--- src/rtl/writeback_unit.sv ---
// Register-file write port producer: arbitrates ALU and mem results, registers
// the winning write, suppresses x0 writes and counts retired instructions.
module writeback_unit #(
  parameter int XLEN         = 32,
  parameter int REG_AW       = 5,
  parameter int STARVE_LIMIT = 3,
  parameter int CNT_W        = 32
) (
  input  logic              clk,
  input  logic              rst_n,
  input  logic              alu_valid,
  output logic              alu_ready,
  input  logic              alu_we,
  input  logic [REG_AW-1:0] alu_rd,
  input  logic [XLEN-1:0]   alu_value,
  input  logic              mem_valid,
  output logic              mem_ready,
  input  logic              mem_we,
  input  logic [REG_AW-1:0] mem_rd,
  input  logic [XLEN-1:0]   mem_value,
  output logic              rf_wen,
  output logic [REG_AW-1:0] rf_rd_addr,
  output logic [XLEN-1:0]   rf_rd_value,
  output logic              retire_valid,
  output logic [CNT_W-1:0]  retire_count
);
  localparam int SW_RAW = $clog2(STARVE_LIMIT + 1);
  localparam int SW     = (SW_RAW < 2) ? 2 : SW_RAW;

  typedef struct packed {
    logic              we;
    logic [REG_AW-1:0] rd;
    logic [XLEN-1:0]   value;
  } wb_req_t;

  logic [SW-1:0] starve_cnt;
  logic          force_alu, alu_acc, mem_acc, accept;
  wb_req_t       alu_req, mem_req, win;

  assign alu_req = '{we: alu_we, rd: alu_rd, value: alu_value};
  assign mem_req = '{we: mem_we, rd: mem_rd, value: mem_value};

  // mem has priority unless the ALU has been refused STARVE_LIMIT cycles in a row
  assign force_alu = alu_valid && (starve_cnt >= SW'(STARVE_LIMIT));
  assign mem_ready = rst_n && !force_alu;
  assign alu_ready = rst_n && (!mem_valid || force_alu);

  // the ready equations make these mutually exclusive
  assign alu_acc = alu_valid && alu_ready;
  assign mem_acc = mem_valid && mem_ready;
  assign accept  = alu_acc || mem_acc;
  assign win     = alu_acc ? alu_req : mem_req;

  always_ff @(posedge clk) begin
    if (!rst_n) begin
      starve_cnt <= '0;
    end else if (!alu_valid || alu_acc) begin
      starve_cnt <= '0;
    end else if (starve_cnt < SW'(STARVE_LIMIT)) begin
      starve_cnt <= starve_cnt + 1'b1;
    end
  end

  always_ff @(posedge clk) begin
    if (!rst_n) begin
      rf_wen       <= 1'b0;
      rf_rd_addr   <= '0;
      rf_rd_value  <= '0;
      retire_valid <= 1'b0;
      retire_count <= '0;
    end else begin
      retire_valid <= accept;
      if (accept) begin
        rf_wen       <= win.we && (win.rd != '0);
        rf_rd_addr   <= win.rd;
        rf_rd_value  <= win.value;
        retire_count <= retire_count + 1'b1;
      end else begin
        rf_wen <= 1'b0;
      end
    end
  end
endmodule

--- config.mk ---
export PLATFORM = sky130hd
export DESIGN_NAME = writeback_unit
export DESIGN_NICKNAME = d
export VERILOG_FILES = /design/src/rtl/writeback_unit.sv
export SDC_FILE = /design/constraint.sdc
export NUM_CORES = 1
export LEC_CHECK = 0
export CAP_MARGIN = 20
export CORE_AREA = 2 2 108 110
export DETAILED_ROUTE_END_ITERATION = 7
export DIE_AREA = 0 0 110 112
export GPL_TIMING_DRIVEN = 0
export HOLD_SLACK_MARGIN = 0.06
export PLACE_DENSITY_LB_ADDON = 0.08
export SETUP_SLACK_MARGIN = 0.4
export SLEW_MARGIN = 30
export SYNTH_ARGS = -nofsm -noshare
export SYNTH_HDL_FRONTEND = slang
export SYNTH_SLANG_ARGS = --single-unit
--- constraint.sdc ---
create_clock -name clk -period 3.1 [get_ports clk]
set_clock_uncertainty 0.15 [all_clocks]
set_input_delay 0.62 -clock clk [delete_from_list [all_inputs] [get_ports clk]]
set_output_delay 0.62 -clock clk [all_outputs]
set_load 0.02 [all_outputs]
==> results.md, run 1 <==
### Setup path
* **data required time of the worst path** 2.33 ns
* **category of the most critical setup path** in -> out
* **type of element launching the critical path** input pin
* **Crit path arrival time** 1.79 ns
* **category of the worst setup path capture point** primary output
* **Critical Path Fanout Max** 10
* **length in cells of the worst reg-to-reg path** 7

### Floorplan
* **starting density of the core** 29.35%
* **width of the die** 110 um
* **height of the chip** 112 um
* **DIE AREA** 12320 sq um
* **floorplan core area** 11170 sq um
* **number of placement rows** 39
* **number of placed I/O pins** 153

### GRT
* **global route total overflow** 0
* **met1 GRT Util** 22.94%
* **number of antenna violations at the first check in global routing** 0
* **met2 Use GR** 29.61%
* **GR met3 Demand/Resource** 5.679%
* **global-route wire length before repair** 17950 um
* **layer carrying the most global-route usage** met2
* **maximum number of pins on one net before global-route repair** 11
* **number of global-route vias before repair** 3710
* **total track usage** 18.66%

### Route
* **First-pass DRT Iterations** 5
* **routed via count** 3593
* **routed length per placed instance** 15.58 um
* **aggregate routed wire length** 10980 um
* **detailed-route vias per instance** 5.096
* **number of antenna-violating nets in the routed design** 0
* **Iteration-0 DRC Markers** 195
* **number of remaining DRC errors** 0

### Layout
* **diode insertion count for antenna repair** 0
* **number of filler instances in the final layout** 1144
* **Final Net Count** 642
* **area used by multi-input combinational logic** 1653 sq um
* **most used cells in the layout excluding fill and tap cells** 147 x clkdlybuf4s50_1, 78 x nand2_1, 73 x dfxtp_1
* **post-synthesis to final-layout area growth** 59.14%
* **most frequent standard cell in the layout excluding fill and tap cells** clkdlybuf4s50_1
* **layout cells sized above 1** 4.982%
* **final design instance area without fill** 5219 sq um
* **storage element area** 1461 sq um

### Status
* **run status** complete, no violations

### Synth
* **post-synthesis net count** 481
* **share of the yosys chip area belonging to registers** 44.56%
* **mean post-synth cell area** 8.219 sq um
* **number of register bits inferred by synthesis** 73
* **Synth Area in Compound Gates** 19.92%
* **multiplexer share of the synthesized area** 0.6105%
* **Netlist cell types** 41
* **Post-synth EDFFs** 0
* **xor and xnor area share after synthesis** 2.671%
* **fraction of synthesis flops using an asynchronous set or reset pin** 0%
* **largest cells by area after synthesis** dfxtp_1 45%, nand2_1 8.9%, a311oi_1 8.0%
* **Synth Area in Adders** 0.7631%
* **synthesized-area fraction occupied by and/or/nand/nor cells** 26.44%
* **area share of the largest cell type after synthesis** 44.56%
* **synthesized instance count** 399
* **largest family of logic cells by synthesized area** simple AND/OR/NAND/NOR gates
* **largest area contributor in the netlist** dfxtp_1
* **summed instance area of the synthesized netlist** 3279 sq um
* **number of warnings printed during yosys synthesis** 0
* **most frequently used flop master after synthesis** dfxtp_1

### Clock tree
* **maximum level of the CTS H-tree** 3
* **TritonCTS Sinks** 73
* **clock root cell** clkbuf_16
* **later-pin clock latency in the skew report** 0.33 ns
* **buffers from clock root to sink, at most** 2
* **TritonCTS clock tree** built
* **post-CTS setup buffer count** 0
* **total clock buffers created by CTS** 9
* **clock slew seen by the registers of the worst setup and hold paths** 0.05 ns
* **total of hold buffers inserted after clock tree synthesis** 0

### Timing
* **setup TNS** 0 ns
* **slew at the pin closest to its max-slew limit** 0.7504 ns
* **Hold Violations, Final** 0
* **Period Utilization, post-route** 82.50%
* **Fmax** 391.0 MHz
* **setup violation total in the final timing report** 0
* **Final min period** 2.557 ns
* **count of pins over their slew limit** 0
* **setup repair after global routing missed its margin** false
* **worst slew slack as a fraction of its limit** 49.79%

### Place
* **dpl cell area** 4960 sq um
* **IO Port Bufs** 150
* **Placer Congestion** 0.7998
* **placed wire-length estimate after detailed placement** 8133 um

### Pwr
* **Total Power** 2298 uW
* **cell area power density** 440.4 nW/um^2
* **leak pwr** 0.001833 uW
* **Worst IR Drop VDD** 0.0002228 V

### Run
* **max_cap viols** 0

### Hold path
* **hold path depth** 1
* **Tightest Hold Check Type** reg -> reg

layer usage:
metal  routed length, um  up-vias
met5                   0        -
met1                4722     1665
met2                5089      125
met3                 899       21
li1                    -     1782
met4                 271        0
area by class of cell:
cell class	instances	area share (%)
flip-flops and latches	73	28.00
well taps	143	3.428
plain buffers	30	2.661
inverters	12	0.8631
multi-input cells	284	31.67
clock buffers	12	4.723
repair buffers	150	28.55
clock inverters	1	0.09590
state kept, by name (all words and copies together) (netlist names):
register / count
retire_count: 32
retire_valid: 1
starve_cnt: 2
rf_wen: 1
rf_rd_value: 32
rf_rd_addr: 5
cell usage after synthesis, drive strengths merged (2+ instances only):
cell / n
nand4: 10
a222oi: 7
o41ai: 6
o21ai: 10
or3: 6
dfxtp: 73
nor2: 46
inv: 11
o311ai: 6
nand2b: 6
or4: 9
nor4: 4
ha: 2
a311oi: 30
o31ai: 5
xnor2: 7
mux2i: 2
xor2: 3
nor3: 4
nand2: 78
and3: 2
nand3: 11
o211ai: 2
buf: 7
and4: 4
clkbuf: 23
a21oi: 15
worst max-delay path: stages:
cell      delay [ns]
clkbuf_2        0.14
clkbuf_8        0.18
inv_1           0.09
clkbuf_4        0.21
clkbuf_4        0.22
a21oi_1         0.13
buf_2           0.19
cell families after synthesis:
family | Yosys count
flip-flops | 73
adder cells (fa/ha/maj) | 2
XOR/XNOR | 10
AO/OA/AOI/OAI | 85
multiplexers | 2
AND/OR/NAND/NOR | 185
buffers and inverters | 42
power breakdown:
group          leakage [uW]  total, uW  internal (uW)  switching (uW)
combinational       0.00111        372            197             175
sequential         0.000597       1000            980            24.3
clock              0.000124        922            549             373
final timing paths:
path | from | endpoint | slack [ns]
max | rst_n | alu_ready | 0.54
min | starve_cnt[0] | starve_cnt[0] | 0.29
max reg2reg | retire_count[0] | retire_count[28] | 0.68
min reg2reg | starve_cnt[0] | starve_cnt[0] | 0.29
metrics by stage:
stage	instances	setup WS [ns]	hold WS (ns)	util [%]
2_1_floorplan	399	0.5614	0.2487	-
6_report	705	0.5426	0.2881	46.70
3_3_place_gp	692	-0.9245	0.2582	44.38
5_1_grt	705	0.4551	0.3063	46.70
4_1_cts	705	0.3775	0.2811	46.74
3_5_place_dp	692	-0.9537	0.2739	44.38
timing repair:
item                                    4_1_cts  5_1_grt
endpoints found under the setup margin        2        4
resized for setup                            14        3
pin swaps                                     0        0
Note: power is estimated with default switching activity, not from simulation.
==> inputs of run 2 (changes only) <==
Clock period 3.1 ns to 2.2 ns, I/O delays scaled along.
==> run 2 against run 1 <==
Compared with the run above: via count grew 2.5%; sequential power up 41%; routed wire length rose by 6.8%; hold slack got worse by 0.024 ns; sequential share of layout area shrank 2.6 points; combinational power up 52%; power increased by 44%; first-iteration DRC count shrank 18%; cell count increased by 3.4%; core utilization is 6.2 points higher; clock power rose by 45%; die area unchanged; critical path type is now reg -> reg; largest power group unchanged.
==> results.md, run 2 (same netlist as run 1, synthesis figures left out) <==
### Status
* **run status** complete, no violations

### GRT
* **total track usage** 18.85%
* **global-route wire length before repair** 18200 um
* **number of global-route vias before repair** 3684
* **global route total overflow** 0
* **maximum number of pins on one net before global-route repair** 12
* **number of antenna violations at the first check in global routing** 0

### Floorplan
* **DIE AREA** 12320 sq um
* **height of the chip** 112 um
* **width of the die** 110 um
* **starting density of the core** 29.35%
* **number of placement rows** 39
* **floorplan core area** 11170 sq um
* **number of placed I/O pins** 153

### Pwr
* **Worst IR Drop VDD** 0.0002968 V
* **fraction of power consumed by combinational cells** 17.1%
* **Net Switching** 856.9 uW
* **portion of total power attributed to the clock network** 40.5%
* **Total Power** 3318 uW
* **switching part of the total power** 25.82%
* **sequential group share of total power** 42.4%
* **cell area power density** 561.0 nW/um^2
* **Int Pwr** 2461 uW
* **leak pwr** 0.002456 uW

### Route
* **First-pass DRT Iterations** 4
* **Iteration-0 DRC Markers** 159
* **routed via count** 3684
* **routed length per placed instance** 16.10 um
* **number of antenna-violating nets in the routed design** 0
* **detailed-route vias per instance** 5.053
* **number of remaining DRC errors** 0
* **aggregate routed wire length** 11730 um

### Layout
* **most used cells in the layout excluding fill and tap cells** 77 x nand2_1, 76 x clkdlybuf4s50_1, 71 x dlygate4sd2_1
* **core utilization of the finished layout** 52.93%
* **non-filler cells in the finished layout** 729
* **most frequent standard cell in the layout excluding fill and tap cells** nand2_1
* **post-synthesis to final-layout area growth** 80.35%
* **Final Net Count** 663
* **Top Registers** retire_count x32, rf_rd_value x32, rf_rd_addr x5
* **layout cells sized above 1** 21.50%
* **diode insertion count for antenna repair** 0

### Setup path
* **category of the most critical setup path** reg -> reg
* **Critical Path Fanout Max** 5
* **category of the worst setup path capture point** flip-flop
* **Crit path arrival time** 2.11 ns
* **slowest CP cell** or4_4
* **cell family contributing the most delay on the critical path** simple AND/OR/NAND/NOR gates
* **Max stage delay on crit path** 0.54 ns
* **critical path, cell by cell** buf_12, nand4_1, or4_4, buf_8, or3_1, a21oi_2
* **type of element launching the critical path** flip-flop
* **CP Buf/Inv Count** 2
* **data required time of the worst path** 2.32 ns

### Place
* **DP Worst Slack** -1.232 ns
* **IO Port Bufs** 150
* **placed wire-length estimate after detailed placement** 8200 um
* **Placer Congestion** 0.7516
* **number of placed instances with taps included** 692

### Timing
* **Hold Violations, Final** 0
* **Final min period** 1.992 ns
* **setup repair after global routing missed its margin** true
* **Period Utilization, post-route** 90.54%
* **count of pins over their slew limit** 0
* **worst slew slack as a fraction of its limit** 43.85%
* **setup violation total in the final timing report** 0
* **hold_ws** 0.2641 ns
* **slew at the pin closest to its max-slew limit** 0.8422 ns
* **final critical-path setup slack** 0.2082 ns
* **Fmax** 502.1 MHz

### Clock tree
* **TritonCTS clock tree** built
* **TritonCTS Sinks** 73
* **clock slew seen by the registers of the worst setup and hold paths** 0.06 ns
* **later-pin clock latency in the skew report** 0.34 ns
* **maximum level of the CTS H-tree** 3
* **buffers from clock root to sink, at most** 2
* **total clock buffers created by CTS** 9
* **clock root cell** clkbuf_16

### Run
* **max_cap viols** 0

### Hold path
* **Tightest Hold Check Type** in -> reg

run 2: final cells by class:
| cell class | instances | area [sq um] |
|---|---|---|
| flip-flops and latches | 73 | 1504 |
| well taps | 143 | 178.9 |
| clock inverters | 1 | 5.005 |
| repair buffers | 171 | 1628 |
| inverters | 12 | 52.55 |
| fillers | 1069 | 5260 |
| multi-input cells | 284 | 2001 |
| plain buffers | 30 | 287.8 |
| clock buffers | 15 | 257.7 |
run 2: path summary, 6_finish.rpt:
check	start	end	slack, ns	cells after the start
worst min-delay path	alu_valid	starve_cnt[1]	0.26	3
worst min register to register	starve_cnt[0]	starve_cnt[0]	0.28	1
worst max register to register	retire_count[1]	retire_count[23]	0.21	6
worst max-delay path	retire_count[1]	retire_count[23]	0.21	6
run 2: routing by layer:
metal	vias up	part of all wire (%)	global-route usage [%]
li1	1827	-	-
met1	1740	42	22.42
met2	105	49	31.08
met3	12	7.3	5.738
met4	0	1.6	7.932
met5	-	0	0
run 2: worst min-delay path: cells and delay by family:
| kind | cells | cell delay [ns] |
|---|---|---|
| and+or+nand+nor | 2 | 0.15 |
| buffers and inverters | 1 | 0.13 |
run 2: power groups by stage:
stage                     combinational (uW)  sequential, uW  clock [uW]
after floorplan                          159            1500           0
after global placement                   534            1440           0
after detailed placement                 537            1440           0
after CTS                                520            1410        1370
after global routing                     607            1410        1440
final                                    566            1410        1340
run 2: metrics by stage:
step,setup TNS (ns),cell area (sq um)
floorplan,0,3436
global placement,-19.91,5116
detailed placement,-21.38,5116
CTS,0,5484
global route,0,5914
finish,0,5914
run 2: timing repair:
item,in CTS,in global routing
endpoints found under the setup margin,145,57
cloned,1,1
buffers inserted,5,14
hold buffers,0,0
gates resized for setup,121,75
pin swaps,5,10
